--- src/rtl/mem_stage_lsu_pkg.sv ---
// mem_stage_lsu_pkg: shared encodings for the MEM-stage load/store unit.
// Holds the access-size and error codes and the controller state enum.
package mem_stage_lsu_pkg;

    // Access size as carried by req_size
    localparam logic [1:0] SZ_BYTE = 2'b00;
    localparam logic [1:0] SZ_HALF = 2'b01;
    localparam logic [1:0] SZ_WORD = 2'b10;
    localparam logic [1:0] SZ_ILL  = 2'b11;

    // Error code returned on resp_err
    localparam logic [1:0] ERR_NONE  = 2'b00;
    localparam logic [1:0] ERR_ALIGN = 2'b01;
    localparam logic [1:0] ERR_BUS   = 2'b10;
    localparam logic [1:0] ERR_SIZE  = 2'b11;

    typedef enum logic [1:0] {
        ST_IDLE = 2'b00,
        ST_WAIT = 2'b01,
        ST_RESP = 2'b10
    } lsu_state_e;

endpackage

--- src/rtl/mem_stage_lsu_lane_align.sv ---
// lsu_lane_align: combinational lane steering for the load/store unit.
// Produces little-endian byte enables, lane-replicated store data and the
// extracted, sign/zero-extended load value for a given size and offset.
// The offset is expected to be already aligned for the access size.
module lsu_lane_align
    import mem_stage_lsu_pkg::*;
(
    input  logic [1:0]  size,
    input  logic        sign_ext,
    input  logic [1:0]  offset,
    input  logic [31:0] wdata,
    input  logic [31:0] rdata,
    output logic [3:0]  be,
    output logic [31:0] wdata_rep,
    output logic [31:0] rdata_ext
);

    logic [31:0] shifted;

    // Steer lanes by size: enables, store replication and load extension
    always_comb begin
        shifted   = rdata >> {offset, 3'b000};
        be        = 4'b0000;
        wdata_rep = 32'h0;
        rdata_ext = 32'h0;
        case (size)
            SZ_BYTE: begin
                be        = 4'b0001 << offset;
                wdata_rep = {4{wdata[7:0]}};
                rdata_ext = {{24{sign_ext & shifted[7]}}, shifted[7:0]};
            end
            SZ_HALF: begin
                be        = 4'b0011 << {offset[1], 1'b0};
                wdata_rep = {2{wdata[15:0]}};
                rdata_ext = {{16{sign_ext & shifted[15]}}, shifted[15:0]};
            end
            SZ_WORD: begin
                be        = 4'b1111;
                wdata_rep = wdata;
                rdata_ext = rdata;
            end
            default: begin
                be        = 4'b0000;
                wdata_rep = 32'h0;
                rdata_ext = 32'h0;
            end
        endcase
    end

endmodule

--- src/rtl/mem_stage_lsu.sv ---
// mem_stage_lsu: MEM-stage load/store initiator with variable-latency ack.
// Optional feature macro: MEM_STAGE_LSU_ALIGN_TRAP_EN. When defined, a
// misaligned half/word request is rejected with an alignment error; when
// undefined, the low address bits are aligned down and the access proceeds.
// Handshake: a request is taken on a cycle where req_valid and req_ready are
// both high; req_ready is only high in IDLE, and req_* are ignored otherwise.
// The memory side holds mem_req and all mem_* outputs stable until mem_ack.
module mem_stage_lsu
    import mem_stage_lsu_pkg::*;
#(
    parameter int TIMEOUT_CYCLES = 16,
    parameter int ADDR_W         = 32
) (
    input  logic              clk,
    input  logic              rst,
    input  logic              req_valid,
    output logic              req_ready,
    input  logic              req_we,
    input  logic [1:0]        req_size,
    input  logic              req_signed,
    input  logic [ADDR_W-1:0] req_addr,
    input  logic [31:0]       req_wdata,
    input  logic [4:0]        req_rd,
    output logic              mem_req,
    output logic              mem_we,
    output logic              mem_rd,
    output logic [ADDR_W-3:0] mem_addr,
    output logic [3:0]        mem_be,
    output logic [31:0]       mem_wdata,
    input  logic              mem_ack,
    input  logic [31:0]       mem_rdata,
    output logic              resp_valid,
    output logic [31:0]       resp_rdata,
    output logic [4:0]        resp_rd,
    output logic [1:0]        resp_err,
    output logic              stall,
    output lsu_state_e        dbg_state
);

    localparam logic [7:0] TMO_LAST = 8'(TIMEOUT_CYCLES - 1);

    lsu_state_e  state;
    logic        lat_we;
    logic [1:0]  lat_size;
    logic        lat_signed;
    logic [1:0]  lat_off;
    logic [4:0]  lat_rd;
    logic [7:0]  tmo_cnt;

    logic        accept;
    logic        in_idle;
    logic [1:0]  eff_off;
    logic        early_err;
    logic [1:0]  early_code;

    logic [1:0]  la_size;
    logic        la_signed;
    logic [1:0]  la_off;
    logic [3:0]  la_be;
    logic [31:0] la_wdata;
    logic [31:0] la_rdata;

    assign accept    = req_valid & req_ready;
    assign in_idle   = (state == ST_IDLE);
    assign dbg_state = state;

`ifdef MEM_STAGE_LSU_ALIGN_TRAP_EN
    logic misaligned;
    assign misaligned = ((req_size == SZ_HALF) && req_addr[0]) ||
                        ((req_size == SZ_WORD) && (req_addr[1:0] != 2'b00));
    assign eff_off    = req_addr[1:0];
    assign early_err  = (req_size == SZ_ILL) || misaligned;
    assign early_code = (req_size == SZ_ILL) ? ERR_SIZE : ERR_ALIGN;
`else
    // Align the offset down to the access size instead of trapping
    always_comb begin
        case (req_size)
            SZ_HALF: eff_off = {req_addr[1], 1'b0};
            SZ_WORD: eff_off = 2'b00;
            default: eff_off = req_addr[1:0];
        endcase
    end
    assign early_err  = (req_size == SZ_ILL);
    assign early_code = ERR_SIZE;
`endif

    // Idle steers the incoming request; busy states use the latched fields
    assign la_size   = in_idle ? req_size   : lat_size;
    assign la_signed = in_idle ? req_signed : lat_signed;
    assign la_off    = in_idle ? eff_off    : lat_off;

    lsu_lane_align u_lane_align (
        .size      (la_size),
        .sign_ext  (la_signed),
        .offset    (la_off),
        .wdata     (req_wdata),
        .rdata     (mem_rdata),
        .be        (la_be),
        .wdata_rep (la_wdata),
        .rdata_ext (la_rdata)
    );

    // Controller FSM with all outputs registered
    always_ff @(posedge clk or negedge rst) begin
        if (!rst) begin
            state      <= ST_IDLE;
            req_ready  <= 1'b0;
            mem_req    <= 1'b0;
            mem_we     <= 1'b0;
            mem_rd     <= 1'b0;
            mem_addr   <= '0;
            mem_be     <= 4'b0000;
            mem_wdata  <= 32'h0;
            resp_valid <= 1'b0;
            resp_rdata <= 32'h0;
            resp_rd    <= 5'd0;
            resp_err   <= ERR_NONE;
            stall      <= 1'b0;
            tmo_cnt    <= 8'd0;
            lat_we     <= 1'b0;
            lat_size   <= SZ_BYTE;
            lat_signed <= 1'b0;
            lat_off    <= 2'b00;
            lat_rd     <= 5'd0;
        end else begin
            case (state)
                ST_IDLE: begin
                    resp_valid <= 1'b0;
                    if (accept) begin
                        lat_we     <= req_we;
                        lat_size   <= req_size;
                        lat_signed <= req_signed;
                        lat_off    <= eff_off;
                        lat_rd     <= req_rd;
                        req_ready  <= 1'b0;
                        stall      <= 1'b1;
                        tmo_cnt    <= 8'd0;
                        if (early_err) begin
                            state      <= ST_RESP;
                            resp_valid <= 1'b1;
                            resp_err   <= early_code;
                            resp_rdata <= 32'h0;
                            resp_rd    <= req_rd;
                        end else begin
                            state     <= ST_WAIT;
                            mem_req   <= 1'b1;
                            mem_we    <= req_we;
                            mem_rd    <= ~req_we;
                            mem_addr  <= req_addr[ADDR_W-1:2];
                            mem_be    <= la_be;
                            mem_wdata <= req_we ? la_wdata : 32'h0;
                        end
                    end else begin
                        req_ready <= 1'b1;
                        stall     <= 1'b0;
                    end
                end
                ST_WAIT: begin
                    if (mem_ack) begin
                        state      <= ST_RESP;
                        mem_req    <= 1'b0;
                        mem_we     <= 1'b0;
                        mem_rd     <= 1'b0;
                        resp_valid <= 1'b1;
                        resp_err   <= ERR_NONE;
                        resp_rdata <= lat_we ? 32'h0 : la_rdata;
                        resp_rd    <= lat_rd;
                        tmo_cnt    <= 8'd0;
                    end else if (tmo_cnt == TMO_LAST) begin
                        state      <= ST_RESP;
                        mem_req    <= 1'b0;
                        mem_we     <= 1'b0;
                        mem_rd     <= 1'b0;
                        resp_valid <= 1'b1;
                        resp_err   <= ERR_BUS;
                        resp_rdata <= 32'h0;
                        resp_rd    <= lat_rd;
                        tmo_cnt    <= 8'd0;
                    end else begin
                        tmo_cnt <= tmo_cnt + 8'd1;
                    end
                end
                ST_RESP: begin
                    state      <= ST_IDLE;
                    resp_valid <= 1'b0;
                    stall      <= 1'b0;
                    req_ready  <= 1'b1;
                end
                default: begin
                    state <= ST_IDLE;
                end
            endcase
        end
    end

endmodule
--- config.mk ---
export PLATFORM = sky130hd
export DESIGN_NAME = mem_stage_lsu
export DESIGN_NICKNAME = d
export VERILOG_FILES = /design/src/rtl/mem_stage_lsu_pkg.sv /design/src/rtl/mem_stage_lsu_lane_align.sv /design/src/rtl/mem_stage_lsu.sv
export SDC_FILE = /design/constraint.sdc
export NUM_CORES = 1
export LEC_CHECK = 0
export ABC_AREA = 1
export BUFFER_PORTS_ARGS = -buffer_cell sky130_fd_sc_hd__buf_2
export CORE_ASPECT_RATIO = 2
export CORE_UTILIZATION = 56
export CTS_CLUSTER_SIZE = 24
export DETAILED_ROUTE_END_ITERATION = 7
export PLACE_DENSITY = 0.95
export RECOVER_POWER = 100
export SYNTH_ARGS = -nofsm -noshare
export SYNTH_HDL_FRONTEND = slang
export SYNTH_SLANG_ARGS = --single-unit
--- constraint.sdc ---
create_clock -name clk -period 3.88 [get_ports clk]
set_input_delay 0.388 -clock clk [delete_from_list [all_inputs] [get_ports clk]]
set_output_delay 0.388 -clock clk [all_outputs]
set_load 0.03 [all_outputs]
# Yosys cells after proc, flatten, opt, wreduce, memory -nomap -nowiden
# Index checks and enable logic that the tools add are counted.
# classes
n_shift,3
addsub,1
n_eq_ne,12
reduce_logical,12
n_bitwise,5
mux,52
# op_table
operator,count
$mux W32,6
$pmux W32 S3,2
$pmux W32 S2,1
$shr A32 B5 Y16,1
$mux W8,3
$mux W5,4
$mux W2,9
$pmux W8 S2,1
$mux W1,15
$pmux W2 S2,3
$pmux W4 S3,1
$pmux W1 S2,5
$pmux W5 S2,1
$add A8 B1 Y8 const B,1
$eq A2 B2 Y1 const B,4
$eq A8 B4 Y1 const B,1
$reduce_and A2 Y1,4
$reduce_and A4 Y1,2
$eq A2 B1 Y1 const B,3
$logic_not A2 Y1,2
$ne A2 B2 Y1 const B,2
$reduce_bool A2 Y1,2
$shl A1 B2 Y4 const A,1
$shl A2 B2 Y4 const A,1
other kinds (7),10
# totals
inputBits,109
word_cells,104
ff_bits,132

# Logic depth before layout (Yosys ltp)
# Gate-level depths: netlist (run 1).
# logic_depth
ltp_word,9
depth_mapped,14
depth_no_buf,12

# By module
# From an unflattened synthesis (run 1), not the netlist that was laid out.
# unflattened
hier_cells,985
area_unflattened_um2,6986.7
# by_module_without_submodules
mod,area_per_inst_um2,n_inst,cells_per_inst,seq_area_each_um2
mem_stage_lsu,5840.6,1,718,3303.2
lsu_lane_align,1146.1,1,267,0.0

# Worst setup path after synthesis (run 1)
# Ideal clock, no wire load.
# synth_path
kind,register to register
start,register state[0] (netlist: dbg_state[0])
end,register resp_rdata[22]
slack_ps,1839
setup_time_ps,117
period_less_slack_ps,2041
arrival_ps,1924
path_stages_with_launch,13
cell_sequence,dfrtp_1 inv_1 ha_1 buf_6 o21ai_4 inv_4 nand2_4 nor2_2 nand3_2 buf_6 nand3_1 nand2_1 nand2_1
# synth_via
elab_chain_cells,8
elab_cells_between_ends,20
# synth_rtl
item,line_no,rtl
start: declaration,mem_stage_lsu.sv:42,lsu_state_e state;
start signal: assignment,mem_stage_lsu.sv:106,state <= ST_IDLE;
start signal: assignment,mem_stage_lsu.sv:139,state <= ST_RESP;
start signal: assignment,mem_stage_lsu.sv:145,state <= ST_WAIT;
$logic_not A2 Y1,"mem_stage_lsu.sv:64, mem_stage_lsu.sv:126",
$mux W2,mem_stage_lsu.sv:90,assign la_off = in_idle ? eff_off : lat_off;
$shr A32 B5 Y16,mem_stage_lsu_lane_align.sv:22,"shifted = rdata >> {offset, 3'b000};"
$and A1 B1 Y1 (on tied branches),"mem_stage_lsu_lane_align.sv:35, mem_stage_lsu_lane_align.sv:30",
$pmux W32 S3,mem_stage_lsu_lane_align.sv:26,case (size)
$mux W32,mem_stage_lsu.sv:166,resp_rdata <= lat_we ? 32'h0 : la_rdata;
$mux W32,mem_stage_lsu.sv:159,if (mem_ack) begin
$pmux W32 S2,mem_stage_lsu.sv:126,case (state)
end signal: assignment,mem_stage_lsu.sv:166,
end: declaration,mem_stage_lsu.sv:33,"output logic [31:0] resp_rdata,"
# Several ways; a longest one is shown, not always the timed one.
# A chain may end at the register's enable or synchronous reset.

# Worst setup path in the final report (run 1)
# Ends and elaborated chain as after synthesis.

==> results.txt, run 1 <==
The library cells used most frequently in the layout, excluding fill and tap cells, are sky130_fd_sc_hd__nand2_1 (458), sky130_fd_sc_hd__dfrtp_1 (132), sky130_fd_sc_hd__clkbuf_1 (115). The finished layout holds 1296 standard cells, fillers aside. The signal on the critical path passes through inv_1 > ha_1 > inv_6 > nand2_1 > nand2_2 > nand2_1 > nand2_1 > nand2_1 > nand3_2 > nand3_1 > nand2_1 > nand2_1.

The post-synthesis async set-or-reset flop share came out at 100%. The via total after detailed routing is ~7000. The synthesized netlist net count is between 1000 and 1500. Once the floorplan was initialized, standard cells occupied a little under three fifths of the core.

In this run, placement finished with an instance count of about 1300. Data on the critical path arrives at its endpoint at approximately 3.6 ns. Of all nets on the critical path, the largest fanout is 25.

The final reports fail on max-capacitance violations, max-slew violations. The total standard cell area after synthesis came out at roughly 0.007 mm2. The achievable clock frequency came out at approximately 300 MHz.

The number of DRC violations after detailed routing came out at 0. The share of post-route cells with drive strength above 1 is around 15%. The DRC marker count from the first detailed-route iteration came out at 613. The total negative slack for setup checks is 0 ns. Of the total power, the share spent switching nets is 49.8%. The required time at the endpoint of the critical path is approximately 4.2 ns. Multiplexer cells account for 0% of the synthesized area. The total internal power is slightly below 4 mW. The congestion estimate from routability-driven global placement came to 0.903. The number of clock buffers inserted by TritonCTS came out at 17. The buffer and inverter count on the worst path came out at 2. The tool flagged a number of max-cap violations equal to 1. The final critical-path share of the clock period is around 84%. The flow ran to the end, but the final reports show violations. The horizontal die dimension is 81.1 um. The detail route stage leaves a number of antenna-violating nets equal to 0. The net switching power is 3.85 mW.

Dividing the detail-routed wire length by the instance count gives around 16 um. TritonCTS built the clock tree. The clock root buffer is sky130_fd_sc_hd__clkbuf_16. The residual overflow from global routing is 0. The worst-skew pair later-pin latency came out at about 0.42 ns. The path class of the tightest hold or removal check is input pin to register. The share of power burned in registers is between 20% and 30%. For this run, the share of the core covered by cells in the final layout is roughly 70%. The number of fill cells is around 1000. The setup skew after layout is approximately 0.0073 ns. The count of final hold-check violations is 0. The H-tree depth reported by CTS is 4. The quantity of I/O buffers inserted on ports is roughly 220. The static leakage power came out at roughly 4.7 nW.

Summing the sequential cell areas from Yosys gives 47.1% of the chip area. The critical path endpoint category is a register. The initial antenna violation count came out at 3.

The minimum clock period after layout is about 3.3 ns. The number of vias per cell is between 5 and 6. The worst-case IR drop observed on VDD is between 0.0005 and 0.0006 V. The number of global-route vias before repair came out at roughly 7000. For this run, the leading register cell type out of synthesis is sky130_fd_sc_hd__dfrtp_1. The cts-stage hold buffer count came out at 0. The share of synthesized cell area in full adder, half adder and majority cells came out at under 10%.

The distinct cell type count after synthesis came out at 47. The worst setup path is of the register to register kind. The XOR/XNOR share of the synthesized area came out at 0.125%. The number of enable flip-flop cells after synthesis came out at 0. Across all register-to-register paths, the minimum setup slack is 0.63 ns. Post-CTS timing repair inserted 0 buffers for setup. The first-pass GRT wire length is between 30000 and 40000 um. The net total in the final layout came out at between 1000 and 1500. The count of endpoints failing setup in the final report is 0. The core area came out at about 0.012 mm2.

At the pin with the least slew margin, the transition time is about 2.3 ns. In this run the power density over the cells is between 900 and 1000 mW/mm2. The longest clock path from root to sink contains 2 buffers.

The first detailed-routing pass ran for 5 iterations. The chip height is between 150 and 200 um. The total routed wirelength came out at 20500 um. Setup repair after global routing left no endpoint under its margin. For this run, the number of Yosys warnings is 0. The fraction of power consumed by the clock network came out at a little over a fifth. The total routing resource utilization after global routing came out at 33.4%. The count of instances resized after the clock tree is built is 0. On the critical path, the stage with the largest delay is an instance of sky130_fd_sc_hd__ha_1. The relative slew slack is -50.5%.

The synthesized netlist devotes under 10% of its cell area to compound gates. The placement row count came out at between 50 and 60. The fraction of the mapped netlist area in simple logic gates came out at around a third. For this run, the slowest stage of the critical path takes ~0.74 ns.

Clock-pin slew was measured on the worst setup and hold paths at approximately 0.060 ns. The largest net degree at the start of global routing came out at between 90 and 100. The die area is between 0.01 and 0.015 mm2. Clock tree synthesis found a total of about 130 sinks.

The layout-stage area growth over the synthesis result came out at 20.6%. The mean area per synthesized cell came out at roughly 7.5 um2. For this design the top-level I/O count stands at about 220. Counting every instance in the synthesized netlist gives 929. Counting stages on the worst path, the most repeated cell is sky130_fd_sc_hd__nand2_1. The final max-slew violation count is between 90 and 100.

STA classifies the critical path startpoint as a register. The most common cell after layout, fill and taps aside is sky130_fd_sc_hd__nand2_1. The HPWL after detailed placement came out at ~15000 um. The number of synthesized register bits came out at 132. By area, the combinational part of the netlist is dominated by simple AND/OR/NAND/NOR gates. The kind of cell with the highest combined delay along the critical path is simple AND/OR/NAND/NOR gates. The combinational group share of total power is 50.3%.
## cell families (layout without fill, tap and decap cells)
family / count (synthesis) / in the layout
XOR/XNOR: 1 / 1
other: 0 / 3
AO/OA/AOI/OAI: 98 / 98
buffers and inverters: 117 / 334
AND/OR/NAND/NOR: 575 / 575
flip-flops: 132 / 132
adder cells (fa/ha/maj): 6 / 6
## registers in the layout, summed over array words and instances, names as in the netlist, 2 cells and up
name and cells:
dbg_state 2, lat_off 2, tmo_cnt 8, resp_err 2
mem_be 4, resp_rdata 32, mem_addr 30, lat_rd 5
mem_wdata 32, resp_rd 5, lat_size 2
## per-stage QoR
step / total power [mW] / hold WS, ns / instance area, um2 / setup WS, ns
2_1_floorplan: 5.26 / 0.0924 / 7010 / 1.84
3_3_place_gp: 6.09 / 0.450 / 8050 / 0.954
3_5_place_dp: 6.19 / 0.453 / 8050 / 0.783
4_1_cts: 7.90 / 0.0707 / 8670 / 0.749
5_1_grt: 8.26 / 0.159 / 8450 / 0.359
6_report: 7.73 / 0.165 / 8450 / 0.626
## routing by layer
metal	routed length (um)	vias up	share of wire, %	GRT usage (%)
met2	10600	355	52	56.4
met1	7350	3234	36	37.1
met3	1280	96	6.3	7.37
met4	1220	0	6.0	20.1
met5	0	-	0	0
li1	-	3329	-	-
## layout make-up
type	instances	area (um2)	share of cell area, %
well taps	147	184	2.18
repair buffers	225	987	11.7
diodes	3	7.51	0.0888
multi-input cells	680	3060	36.2
inverters	77	297	3.51
flip-flops and latches	132	3300	39.1
clock buffers	17	425	5.03
clock inverters	15	190	2.25
## power by group through the flow
| stage | Clock, mW | Sequential, mW | Combinational (mW) |
|---|---|---|---|
| floorplan | 0 | 2.96 | 2.30 |
| global route | 1.76 | 2.20 | 4.29 |
| finish | 1.69 | 2.15 | 3.89 |
| CTS | 1.70 | 2.13 | 4.07 |
| detailed placement | 0 | 2.15 | 4.04 |
| global placement | 0 | 2.13 | 3.96 |
## worst paths after layout
check / start / to / depth (start not counted)
worst min register to register: mem_addr[24] / mem_addr[24] / 2
max in group asynchronous: rst / mem_wdata[16] / 2
worst max-delay path: dbg_state[0] / resp_rdata[22] / 12
worst min-delay path: req_addr[11] / mem_addr[9] / 3
worst max register to register: dbg_state[0] / resp_rdata[22] / 12
min in group asynchronous: rst / resp_rd[2] / 1
## cells in the mapped netlist, types with 2 or more instances
| master | count | area [um2] |
|---|---|---|
| sky130_fd_sc_hd__inv_1 | 69 | 259 |
| sky130_fd_sc_hd__o21ai_2 | 9 | 78.8 |
| sky130_fd_sc_hd__nand2_4 | 4 | 45.0 |
| sky130_fd_sc_hd__clkbuf_1 | 7 | 26.3 |
| sky130_fd_sc_hd__nor2_4 | 4 | 45.0 |
| sky130_fd_sc_hd__o21ai_1 | 5 | 25.0 |
| sky130_fd_sc_hd__nand2_2 | 8 | 50.1 |
| sky130_fd_sc_hd__nor2_1 | 14 | 52.6 |
| sky130_fd_sc_hd__dfrtp_1 | 132 | 3300 |
| sky130_fd_sc_hd__a22o_1 | 6 | 52.6 |
| sky130_fd_sc_hd__o31ai_1 | 4 | 30.0 |
| sky130_fd_sc_hd__nand4_1 | 3 | 18.8 |
| sky130_fd_sc_hd__a21oi_1 | 12 | 60.1 |
| sky130_fd_sc_hd__nand3_1 | 76 | 380 |
| sky130_fd_sc_hd__nand4_2 | 2 | 25.0 |
| sky130_fd_sc_hd__ha_1 | 6 | 75.1 |
| sky130_fd_sc_hd__buf_2 | 15 | 75.1 |
| sky130_fd_sc_hd__o21a_1 | 4 | 30.0 |
| sky130_fd_sc_hd__inv_2 | 5 | 18.8 |
| sky130_fd_sc_hd__buf_6 | 12 | 135 |
| sky130_fd_sc_hd__nor3_1 | 2 | 10.0 |
| sky130_fd_sc_hd__o21ai_0 | 47 | 235 |
| sky130_fd_sc_hd__a21boi_0 | 3 | 22.5 |
| sky130_fd_sc_hd__buf_4 | 4 | 30.0 |
| sky130_fd_sc_hd__nand2_1 | 454 | 1700 |
## worst min-delay path, stage by stage
cell                      delay [ns]
sky130_fd_sc_hd__buf_2          0.07
sky130_fd_sc_hd__nand2_1        0.04
sky130_fd_sc_hd__nand2_1        0.05
Note: power is estimated with default switching activity, not from simulation.
==> inputs of run 2 (changes only) <==
- ABC_AREA: 1 -> 0
- CORE_UTILIZATION: 56 -> 45
- PLACE_DENSITY: 0.95 -> 0.87
- clock period: 3.88 -> 2.8 ns (I/O delays scaled with it)
==> run 2 against run 1 <==
  * The run still ends with max-capacitance violations, max-slew violations left
  * Sequential share of layout area rose by 1.6 points
  * Area after synthesis fell by 10%
  * Critical path depth fell by 3
  * Clock-buffer cell count rose by 2
  * Non-clock buffer count rose by 19
  * Clock power rose by 37%
  * Combinational power rose by 16%
  * Routed wire length fell by 4.7%
  * Critical path type unchanged
  * Critical endpoint is now resp_rdata[13]
  * Highest routed layer unchanged
==> results.txt, run 2 <==
The static leakage power came out at 3.92 nW (-16%). The synthesized netlist net count came out at 781 (-25%). The via total after detailed routing came out at 6092 (-13%). Yosys attributes the largest share of cell area to sky130_fd_sc_hd__dfrtp_1 (52%), sky130_fd_sc_hd__nand2_1 (11%), sky130_fd_sc_hd__a22oi_1 (5.5%), sky130_fd_sc_hd__o21ai_0 (4.9%), sky130_fd_sc_hd__nand3_1 (2.9%). The number of enable flip-flop cells after synthesis is 0 (unchanged). The count of final hold-check violations is 0 (unchanged).

The required time at the endpoint of the critical path is 3.08 ns (-1.16 ns). The actual slew at the worst max-slew pin is 2.11 ns (-0.143 ns). The effective utilization at floorplan is 46.4% (-11 points).

The utilization after layout was 59.7% (-9.6 points). The net switching power was 4.50 mW (+17%). TritonCTS built the clock tree. The total cell area at the placement stage was 0.00766 mm2 (-4.8%). The achievable clock frequency is 382 MHz (+24%). The horizontal die dimension is 85.7 um (+5.7%). The number of synthesized register bits is 132 (unchanged). The maximum fanout encountered on the critical timing path came out at 15 (-40%). The first-pass GRT wire length came out at 30100 um (-8.8%). The fraction of power consumed by the clock network is 23.6% (+1.7 points). The total of max-cap violations was 1 (unchanged). The worst-skew pair later-pin latency was 0.42 ns (about the same). The data arrival time of the critical path is 2.90 ns (-0.71 ns).

The most repeated cell in the gate-level netlist after synthesis is sky130_fd_sc_hd__nand2_1. The sequential area share after synthesis is 52.3% (+5.2 points). The first-pass detailed-route iteration total is 6 (+1). The initial antenna violation count is 2 (-1). The finished layout cell area is 0.00811 mm2 (-4.0%). The number of clock buffers inserted by TritonCTS is 17 (unchanged). In this run the worst hold path is classified as input pin to register. The chip height came out at 169 um (+5.8%). The share of post-route cells with drive strength above 1 is 20.5% (+5.7 points). The total routed wirelength is 19500 um (-4.7%).

The total routing resource utilization after global routing came to 27.3% (-6.1 points). The number of DRC violations after detailed routing is 0 (unchanged). The post-CTS clock slew at the launch and capture registers of the worst setup and hold paths came out at 0.06 ns (about the same). The overall power of the completed layout is 9.83 mW (+27%). The number of nets with antenna violations after routing is 0 (unchanged). The number of vias per cell is 5.59 (+3.3%). Setup repair after global routing left no endpoint under its margin. The run finished, with violations left. The DRC marker count from the first detailed-route iteration was 410 (-33%). The TritonCTS sink count came to 132 (unchanged). The post-synthesis cell count came out at 666 (-28%). The final max-slew violation count came to 87 (-6.5%).

The final critical-path share of the clock period came out at 93.4% (+9.5 points). The post-detailed-route wirelength per cell is 17.9 um (+13%). The maximum vdd ir drop is 0.000606 V (+6.5%). The share of power burned in registers is 30.3% (+2.5 points). The biggest area consumer among synthesized cells is sky130_fd_sc_hd__dfrtp_1. The HPWL after detailed placement came out at 14400 um (-1.2%). The area growth from synthesis to layout is 28.5%. The final instance count without filler cells came to 1090 (-16%). The count of instances resized after the clock tree is built is 0 (unchanged).

The count of endpoints failing setup in the final report came out at 0 (unchanged). By count the netlist is led by sky130_fd_sc_hd__nand2_1 (185), sky130_fd_sc_hd__dfrtp_1 (132), sky130_fd_sc_hd__o21ai_0 (62). The mean area per synthesized cell is 9.48 um2 (+26%). The setup skew after layout came to 0.00814 ns (+0.000814 ns). STA classifies the critical path startpoint as a register.

For this run, the leading register cell type out of synthesis is sky130_fd_sc_hd__dfrtp_1. The quantity of I/O buffers inserted on ports was 221 (unchanged). The number of global-route vias before repair came out at 5830 (-16%). The largest registers in the layout are mem_wdata: 32 flops, resp_rdata: 32 flops, mem_addr: 30 flops. The number of placed cells counting well taps is 1055 (-16%). The combinational group share of total power is 46.1% (-4.2 points).

The power per cell area is 1210 mW/mm2 (+32%). The worst setup path is of the register to register kind. The minimum clock period after layout is 2.62 ns (-0.638 ns). The die area came out at 0.0145 mm2 (+12%).

The final reports fail on max-capacitance violations, max-slew violations. The H-tree depth reported by CTS is 4 (unchanged). The maximum count of clock buffers along a single path was 2 (unchanged). Clock tree synthesis selected as its root buffer the cell sky130_fd_sc_hd__clkbuf_16. The largest net degree at the start of global routing came to 87 (-6.5%). The total negative slack for setup checks was 0 ns (unchanged). The core area is 0.0136 mm2 (+11%). The distinct cell type count after synthesis came out at 48 (+2.1%). The most common cell after layout, fill and taps aside is sky130_fd_sc_hd__nand2_1. The net total in the final layout came to 1004 (-20%). The switching fraction of total power came out at 45.8% (-4.0 points). In the layout the commonest cells are sky130_fd_sc_hd__nand2_1 (185), sky130_fd_sc_hd__dfrtp_1 (132), sky130_fd_sc_hd__clkbuf_1 (115).

The total standard cell area after synthesis is 0.00631 mm2 (-10%). The I/O pin count came to 222 (unchanged). The post-synthesis async set-or-reset flop share is 100% (unchanged). The Yosys warning count is 0 (unchanged). The number of fill cells is 1202 (+15%). The relative slew slack came to -41.0% (+9.6 points).

The share of the synthesized area in the top cell type is 52.3% (+5.2 points). The global placement routability congestion is 0.955 (+5.8%). The critical path endpoint category is a register. The total internal power is 5.33 mW (+37%). The placement row count came out at 60 (+5.3%). The residual overflow from global routing came to 0 (unchanged).
[run 2: path summary, 6_finish.rpt]
| check | start | end | slack, ns | cells past startpoint |
|---|---|---|---|---|
| setup / recovery | dbg_state[0] | resp_rdata[13] | 0.18 | 9 |
| hold / removal | req_addr[10] | mem_addr[8] | 0.05 | 3 |
| setup reg to reg | dbg_state[0] | resp_rdata[13] | 0.18 | 9 |
| hold reg to reg | mem_be[0] | mem_be[0] | 0.47 | 2 |
| max in group asynchronous | rst | mem_wdata[7] | 0.50 | 3 |
| min in group asynchronous | rst | resp_rdata[12] | 0.99 | 2 |
[run 2: stage by stage]
stage	hold WS (ns)	setup slack (ns)
3_3_place_gp	0.383	0.376
4_1_cts	0.0380	0.251
2_1_floorplan	-0.0156	0.192
5_1_grt	0.0485	0.0141
3_5_place_dp	0.390	0.297
6_report	0.0481	0.185
[run 2: cell families after synthesis]
group,count (synthesis),synth area share [%]
buffers and inverters,45,2.95
muxes,26,5.73
and+or+nand+nor,272,18.6
xor gates and xnor gates,5,0.694
AOI/OAI and AO/OA,180,18.5
adders and majority gates,6,1.19
DFF,132,52.3
[run 2: area by class of cell]
type	instances	area, um2	area share (%)
diodes	2	5.00	0.0617
clock buffers	19	433	5.34
clock inverters	13	173	2.13
inverters	5	18.8	0.231
multi-input cells	489	2820	34.8
flip-flops and latches	132	3300	40.7
well taps	186	233	2.87
repair buffers	244	1120	13.8
[run 2: power by group through the flow]
stage / combinational (mW) / sequential, mW / clock (mW)
after floorplan: 2.14 / 4.10 / 0
after global placement: 4.64 / 2.95 / 0
after detailed placement: 4.72 / 2.98 / 0
after CTS: 4.73 / 2.95 / 2.35
after global routing: 4.92 / 3.06 / 2.42
final: 4.53 / 2.97 / 2.32
[run 2: critical path, stage by stage, from the launching register on]
cell                       delay [ns]
sky130_fd_sc_hd__dfrtp_1         0.41
sky130_fd_sc_hd__inv_1           0.11
sky130_fd_sc_hd__ha_1            0.23
sky130_fd_sc_hd__clkbuf_2        0.33
sky130_fd_sc_hd__mux2i_1         0.28
sky130_fd_sc_hd__clkbuf_2        0.38
sky130_fd_sc_hd__nor2_1          0.11
sky130_fd_sc_hd__clkbuf_2        0.26
sky130_fd_sc_hd__a22oi_1         0.25
sky130_fd_sc_hd__o211ai_1        0.11
[run 2: repair_timing]
action                                 4_1_cts  5_1_grt
endpoints found under the hold margin       83        0
hold buffers                                 1        0
setup buffers                                0        0
[run 2: per-layer routing]
metal	part of all wire (%)	wire [um]	track usage, %
met3	6.7	1310	5.89
met4	6.0	1170	17.5
met1	36	7100	30.2
met2	51	9940	46.9
met5	0	0	0
